==> config.mk <==
export PLATFORM = sky130hd
export DESIGN_NAME = gear_shift_ctrl
export DESIGN_NICKNAME = d
export VERILOG_FILES = /design/src/rtl/gear_pkg.sv /design/src/rtl/gear_map.sv /design/src/rtl/gear_shift_ctrl.sv
export SDC_FILE = /design/constraint.sdc
export NUM_CORES = 1
export LEC_CHECK = 0
export ABC_CLOCK_PERIOD_IN_PS = 2100
export BUFFER_PORTS_ARGS = -buffer_cell sky130_fd_sc_hd__buf_4
export CORE_UTILIZATION = 23
export DETAILED_ROUTE_END_ITERATION = 8
export PLACE_DENSITY = 0.5
export RECOVER_POWER = 50
export SLEW_MARGIN = 20
export SYNTH_ARGS = -nofsm -noshare
export SYNTH_HDL_FRONTEND = slang
export SYNTH_SLANG_ARGS = --single-unit
==> constraint.sdc <==
create_clock -name i_clk -period 2.1 [get_ports i_clk]
set_input_delay 0.21 -clock i_clk [delete_from_list [all_inputs] [get_ports i_clk]]
set_output_delay 0.21 -clock i_clk [all_outputs]
set_load 0.01 [all_outputs]
==> src/rtl/gear_pkg.sv <==
// Shared types and speed thresholds for the gear shift controller.
package gear_pkg;

    typedef logic [1:0] gear_t;

    typedef enum logic [1:0] {
        IDLE,
        SHIFT,
        DWELL,
        FAULT
    } state_t;

    // Upper speed bound (inclusive) of gears 0, 1 and 2; anything above is gear 3.
    localparam logic [3:0] SPD_TH0 = 4'd4;
    localparam logic [3:0] SPD_TH1 = 4'd9;
    localparam logic [3:0] SPD_TH2 = 4'd14;

endpackage

==> src/rtl/gear_map.sv <==
// Combinational speed-to-gear lookup.
module gear_map
    import gear_pkg::*;
(
    input  logic [3:0] i_spd,
    output gear_t      o_gear
);

    always_comb begin
        if (i_spd <= SPD_TH0) begin
            o_gear = gear_t'(0);
        end else if (i_spd <= SPD_TH1) begin
            o_gear = gear_t'(1);
        end else if (i_spd <= SPD_TH2) begin
            o_gear = gear_t'(2);
        end else begin
            o_gear = gear_t'(3);
        end
    end

endmodule

==> src/rtl/gear_shift_ctrl.sv <==
// Gear shift controller: target capture, one-step req/ack shifting, dwell and timeout fault.
// Optional downshift hysteresis is enabled by defining GEAR_HYST_EN.
module gear_shift_ctrl
    import gear_pkg::*;
#(
    parameter int DWELL_CYC = 8,
    parameter int SHIFT_TO  = 15
) (
    input  logic       i_clk,
    input  logic       i_rst,
    input  logic       i_spd_vld,
    input  logic [3:0] i_spd,
    input  logic       i_shift_ack,
    input  logic       i_clr_fault,
    output logic       o_shift_req,
    output logic       o_shift_dir,
    output logic [1:0] o_gear,
    output logic       o_busy,
    output logic       o_fault
);

    localparam int DW_W = $clog2(DWELL_CYC + 1);
    localparam int TO_W = $clog2(SHIFT_TO + 1);

    state_t            r_state;
    gear_t             r_gear;
    gear_t             r_tgt;
    logic              r_shift_req;
    logic              r_shift_dir;
    logic              r_busy;
    logic              r_fault;
    logic [DW_W-1:0]   r_dwell_cnt;
    logic [TO_W-1:0]   r_to_cnt;

    gear_t             w_map_spd;
    gear_t             w_tgt_next;

    gear_map u_map_spd (
        .i_spd  (i_spd),
        .o_gear (w_map_spd)
    );

`ifdef GEAR_HYST_EN
    logic [3:0] w_spd_inc;
    gear_t      w_map_inc;

    // Saturate so spd=15 does not wrap to 0 when probing the next speed up.
    assign w_spd_inc = (i_spd == 4'hF) ? 4'hF : i_spd + 4'd1;

    gear_map u_map_inc (
        .i_spd  (w_spd_inc),
        .o_gear (w_map_inc)
    );

    assign w_tgt_next = (w_map_spd < r_gear) ? w_map_inc : w_map_spd;
`else
    assign w_tgt_next = w_map_spd;
`endif

    // NOTE: all state uses non-blocking assignments so every branch sees pre-edge values.
    always_ff @(posedge i_clk) begin
        if (i_rst) begin
            r_state     <= IDLE;
            r_gear      <= gear_t'(0);
            r_tgt       <= gear_t'(0);
            r_shift_req <= 1'b0;
            r_shift_dir <= 1'b0;
            r_busy      <= 1'b0;
            r_fault     <= 1'b0;
            r_dwell_cnt <= '0;
            r_to_cnt    <= '0;
        end else begin
            if (i_spd_vld) begin
                r_tgt <= w_tgt_next;
            end

            case (r_state)
                IDLE: begin
                    if (r_tgt != r_gear) begin
                        r_state     <= SHIFT;
                        r_shift_req <= 1'b1;
                        r_shift_dir <= (r_tgt > r_gear);
                        r_busy      <= 1'b1;
                        r_to_cnt    <= '0;
                    end
                end
                SHIFT: begin
                    if (i_shift_ack) begin
                        r_gear      <= r_shift_dir ? r_gear + 2'd1 : r_gear - 2'd1;
                        r_shift_req <= 1'b0;
                        r_dwell_cnt <= DW_W'(DWELL_CYC - 1);
                        r_state     <= DWELL;
                    end else if (r_to_cnt == TO_W'(SHIFT_TO - 1)) begin
                        r_shift_req <= 1'b0;
                        r_fault     <= 1'b1;
                        r_state     <= FAULT;
                    end else begin
                        r_to_cnt <= r_to_cnt + TO_W'(1);
                    end
                end
                DWELL: begin
                    if (r_dwell_cnt == '0) begin
                        r_state <= IDLE;
                        r_busy  <= 1'b0;
                    end else begin
                        r_dwell_cnt <= r_dwell_cnt - DW_W'(1);
                    end
                end
                FAULT: begin
                    if (i_clr_fault) begin
                        r_fault <= 1'b0;
                        r_busy  <= 1'b0;
                        r_state <= IDLE;
                    end
                end
                default: r_state <= IDLE;
            endcase
        end
    end

    assign o_shift_req = r_shift_req;
    assign o_shift_dir = r_shift_dir;
    assign o_gear      = r_gear;
    assign o_busy      = r_busy;
    assign o_fault     = r_fault;

endmodule

# Yosys cells after proc, flatten, opt, wreduce, memory -nomap -nowiden
# Index checks and enable logic that the tools add are counted.
[word_totals]
input_bits = 9
regBits = 18
[classes]
eq_ne = 14
order_cmp = 4
n_mux = 27
reduce_logical = 14
add_sub_neg = 4
[ops]
columns = ["cell", "count"]
rows = [
  ["$mux 4", 5],
  ["$mux 2", 8],
  ["$ne 2x2->1 const B", 8],
  ["$pmux 4 s2", 2],
  ["$reduce_and 4->1", 4],
  ["$le 4x4->1 const B", 2],
  ["$mux 1", 8],
  ["$pmux 2 s4", 1],
  ["$reduce_and 3->1", 2],
  ["$reduce_bool 2->1", 3],
  ["$add 4x1->4 const B", 1],
  ["$eq 2x2->1 const B", 2],
  ["$eq 4x4->1 const B", 1],
  ["$le 4x3->1 const B", 1],
  ["$logic_not 4->1", 1],
  ["$pmux 1 s2", 2],
  ["$reduce_and 2->1", 2],
  ["$sub 4x1->4 const B", 1],
  ["$ne 3x3->1 const B", 1],
  ["$pmux 1 s3", 1],
  ["$reduce_bool 3->1", 1],
  ["$add 2x1->2 const B", 1],
  ["$eq 2x1->1 const B", 1],
  ["$gt 2x2->1", 1],
  ["3 further kinds", 3],
]

# Depth between registers and ports, before layout
[logic_depth]
depth_word = 4
depth_mapped = 6
depth_no_buf = 6

# Modules after synthesis
# Synthesis repeated with hierarchy kept, for this count alone.
[hier_totals]
cells_unflattened = 113
area_unflattened_um2 = 989.7
[modules_own_cells]
columns = ["mod", "area_each_um2", "instances", "cells_per_inst", "seq_area_each_um2"]
rows = [
  ["gear_shift_ctrl", 952.2, 1, 107, 360.3],
  ["gear_map", 37.5, 1, 6, 0.0],
]

# Worst setup path after synthesis
# No wires, ideal clock.
[synth_path]
path_type = "reg-to-reg"
start = "reg r_to_cnt[0]"
end = "reg r_to_cnt[0]"
path_buffers = 0
t_arrival_ps = 1372
path_stages_with_launch = 6
setup_slack_ps = 657
required_ps = 2030
cell_sequence = "dfxtp_1 -> inv_1 -> ha_1 -> and3_1 -> or4_1 -> a21oi_1"
[synth_via]
elab_chain_cells = 4
elab_cells_between_ends = 7
classes_between = "1 x add/sub; 2 x eq/ne; 3 x mux; 1 x reduce/logical"
[synth_rtl]
columns = ["element", "line", "rtl"]
rows = [
  ["start: declaration", "gear_shift_ctrl.sv:33", "logic [TO_W-1:0] r_to_cnt;"],
  ["start signal: assignment", "gear_shift_ctrl.sv:98", "r_to_cnt <= r_to_cnt + TO_W'(1);"],
  ["$add 4x1->4", "gear_shift_ctrl.sv:98", ""],
  ["$mux 4", "gear_shift_ctrl.sv:93", "end else if (r_to_cnt == TO_W'(SHIFT_TO - 1)) begin"],
  ["$mux 4", "gear_shift_ctrl.sv:88", "if (i_shift_ack) begin"],
  ["$pmux 4 s2", "gear_shift_ctrl.sv:77", "case (r_state)"],
]
# Parallel ways exist; a longest one is shown, timed or not. The select of a mux whose other input is x is not followed.
# A chain may end at the register's enable or synchronous reset.

# Worst setup path after layout
[layout_path]
start = "reg r_state[0]"
end = "reg r_gear[1] (netlist: o_gear[1])"
[layout_via]
elab_chain_cells = 2
[layout_rtl]
columns = ["element", "line", "rtl"]
rows = [
  ["start: declaration", "gear_shift_ctrl.sv:25", "state_t r_state;"],
  ["start signal: assignment", "gear_shift_ctrl.sv:63", "r_state <= IDLE;"],
  ["start signal: assignment", "gear_shift_ctrl.sv:80", "r_state <= SHIFT;"],
  ["start signal: assignment", "gear_shift_ctrl.sv:92", "r_state <= DWELL;"],
  ["$eq 2x1->1", "gear_shift_ctrl.sv:77", ""],
  ["$reduce_and 2->1 (no line)", "-", ""],
  ["end signal: assignment", "gear_shift_ctrl.sv:64", "r_gear <= gear_t'(0);"],
  ["end signal: assignment", "gear_shift_ctrl.sv:89", "r_gear <= r_shift_dir ? r_gear + 2'd1 : r_gear - 2'd1;"],
  ["end: declaration", "gear_shift_ctrl.sv:26", "gear_t r_gear;"],
]
# No other way between the ends.

==> flow_metrics.env <==
export IMPL_syn2layout_area_growth_pct=15.73
export IMPL_async_flop_share=0
export IMPL_cp_max_fo=10
export IMPL_grt_overflow=0
export IMPL_cts_root_buf="clkbuf_8"
export IMPL_num_io_pins=15
export IMPL_mostFrequentLayoutCells="18 x dfxtp_1, 10 x a21oi_1, 9 x inv_1"
export IMPL_netlist_instances=110
export IMPL_setup_violations=0
export IMPL_antenna_cells=0
export IMPL_cts_sinks=18
export IMPL_route_vias_total=803
export IMPL_core_area_um2=3771
export IMPL_wl_per_cell_um=11.19
export IMPL_cts_resized=0
export IMPL_drive_above_1_share=0.09756
export IMPL_powerDensity_nw_per_um2=855.7
export IMPL_highest_layer="met4"
export IMPL_hold_violations=0
export IMPL_gp_congestion=0.7496
export IMPL_grt_pass1_wl_mm=3.312
export IMPL_routed_wl_mm=1.913
export IMPL_fin_crit_sh=0.8256
export IMPL_wl_met1_um=939
export IMPL_cts_clk_slew_worst_paths_ns=0.07
export IMPL_rows=22
export IMPL_maxSlewViolCount=0
export IMPL_clk_path_buf_depth=2
export IMPL_cp_start_kind="flop"
export IMPL_synth_flop_cell="dfxtp_1"
export IMPL_drt_initial_drc_count=12
export IMPL_clock_fmax_mhz=576.8
export IMPL_synthAdderAreaFrac=0.07796
export IMPL_setup_tns_ns=0
export IMPL_crit_type="reg -> reg"
export IMPL_yosys_cell_types_count=35
export IMPL_synthSimpleGateAreaFrac=0.2231
export IMPL_synth_edf_count=0
export IMPL_postCtsSetupRepairBufs=0
export IMPL_ant_nets=0
export IMPL_drtPass1Iterations=4
export IMPL_ys_seq_area_frac=0.3871
export IMPL_syn_num_nets=124
export IMPL_fin_skew_ns=0.005609
export IMPL_rsz0062_at_grt="false"
export IMPL_cts_tree="yes"
export IMPL_met3_length_um=49
export IMPL_place_hpwl_mm=1.451
export IMPL_yosys_area_top_type="dfxtp_1"
export IMPL_critPathRequiredTime_ns=2.29
export IMPL_start_util=0.2468
export IMPL_multi_input_area_um2=503.0
export IMPL_syn_area_um2=930.9
export IMPL_status="finished clean"
export IMPL_wl_met2_um=892
export IMPL_grt_usage=0.09797
export IMPL_drv_cap=0
export IMPL_via_per_inst=4.696
export IMPL_pre_cts_slack_ns=0.5193
export IMPL_grt_antenna_before_repair=0
export IMPL_fillers=410
export IMPL_leakage_nw=0.3983
export IMPL_worstSetupEndpointType="flop"
export IMPL_muxShareOfSynthArea=0
export IMPL_die_y_um=65.62
export IMPL_drc=0
export IMPL_hp_class="in -> reg"
export IMPL_regArea_um2=360.3
export IMPL_layout_commonest_cell="dfxtp_1"
export IMPL_vdd_drop_max_v=0.0003006
export IMPL_synth_top_family_by_area="simple AND/OR/NAND/NOR gates"
export IMPL_yosysTopAreaCellShare=0.3871
export IMPL_slew_headroom=0.6722
export IMPL_yosys_warnings=0
export IMPL_dieArea_um2=4306
export IMPL_grt_pass1_vias=797
export IMPL_worstMarginPinSlew_ns=0.4866
export IMPL_synth_xor_area_frac=0.02823
export IMPL_hold_buffers=0
export IMPL_avgSynthCellArea_um2=8.463
export IMPL_cts_buffers=3
export IMPL_cts_max_level=1
export IMPL_fin_nets=139
export IMPL_synthTopCellsByArea="dfxtp_1 39%, ha_1 6.7%, a21oi_1 5.4%"
export IMPL_port_buffers=14
export IMPL_synth_compound_area_frac=0.2218
export IMPL_setup_slack_ns=0.3663
export IMPL_synth_seq_cells=18
export IMPL_chipWidth_um=65.62
export IMPL_grt_max_degree=18
export IMPL_fin_crit_ns=1.734
export IMPL_cp_arrival_ns=1.92
export IMPL_clk_latency_ns=0.26
-- cell families (layout without fill, tap and decap cells) --
| group | after synthesis | in the layout |
|---|---|---|
| buf+inv | 13 | 26 |
| fa+ha+maj | 6 | 6 |
| flops | 18 | 18 |
| xor+xnor | 3 | 3 |
| compound gates | 32 | 32 |
| simple gates | 38 | 38 |
-- worst max-delay path, cell delays in order (launching register included) --
cell and delay (ns):
dfxtp_1 0.51, nor2b_1 0.40, nand2_1 0.23, or3_1 0.38
a21oi_1 0.14
-- stage by stage --
| stage | utilization | cells | hold WS, ns | total power [W] | instance area, um2 |
|---|---|---|---|---|---|
| final | 0.2857 | 171 | 0.1768 | 0.0009218 | 1077 |
| after global routing | 0.2857 | 171 | 0.1873 | 0.0009853 | 1077 |
| after CTS | 0.2953 | 171 | 0.1756 | 0.0009616 | 1114 |
| after detailed placement | 0.2843 | 168 | 0.4463 | 0.0007153 | 1072 |
| after global placement | 0.2843 | 168 | 0.4353 | 0.0007090 | 1072 |
| after floorplan | - | 110 | 0.3187 | 0.0006319 | 930.9 |
-- report_power, final --
part | switching (W) | internal, W
sequential | 0.0000480 | 0.000387
combinational | 0.000138 | 0.000106
clock | 0.000115 | 0.000128
-- Yosys cell counts, types with 3 or more instances --
cell,instances
a211oi_1,3
a21oi_1,10
dfxtp_1,18
ha_1,5
inv_1,9
nand2_1,7
nand2b_1,3
nand3_1,4
nor2_1,8
nor3_1,4
o21ai_0,7
-- state kept, by name (all words and copies together) (netlist names) --
register     count
o_shift_req      1
r_to_cnt         4
o_busy           1
o_gear           2
o_shift_dir      1
r_dwell_cnt      4
o_fault          1
r_state          2
r_tgt            2
-- layer usage --
metal | vias to the layer above | track usage
met2 | 15 | 0.1658
met4 | 0 | 0.04076
met5 | - | 0
met3 | 3 | 0.01736
li1 | 423 | -
met1 | 362 | 0.1203
-- area by class of cell --
type	count	area share
multi-input cells	79	0.4669
well taps	48	0.05575
repair buffers	14	0.07317
inverters	9	0.03136
flip-flops and latches	18	0.3345
clock buffers	3	0.03833
-- path summary, 6_finish.rpt --
path                           start                     end  slack (ns)  cells past startpoint
max          r_state[0]$_SDFFE_PP0P_  o_gear[1]$_SDFFE_PP0P_        0.37                      4
min                        i_spd_vld   r_tgt[0]$_SDFFE_PP0P_        0.18                      2
max reg2reg  r_state[0]$_SDFFE_PP0P_  o_gear[1]$_SDFFE_PP0P_        0.37                      4
min reg2reg    r_tgt[1]$_SDFFE_PP0P_   r_tgt[1]$_SDFFE_PP0P_        0.49                      2
Power figures use the tool's default switching activity.
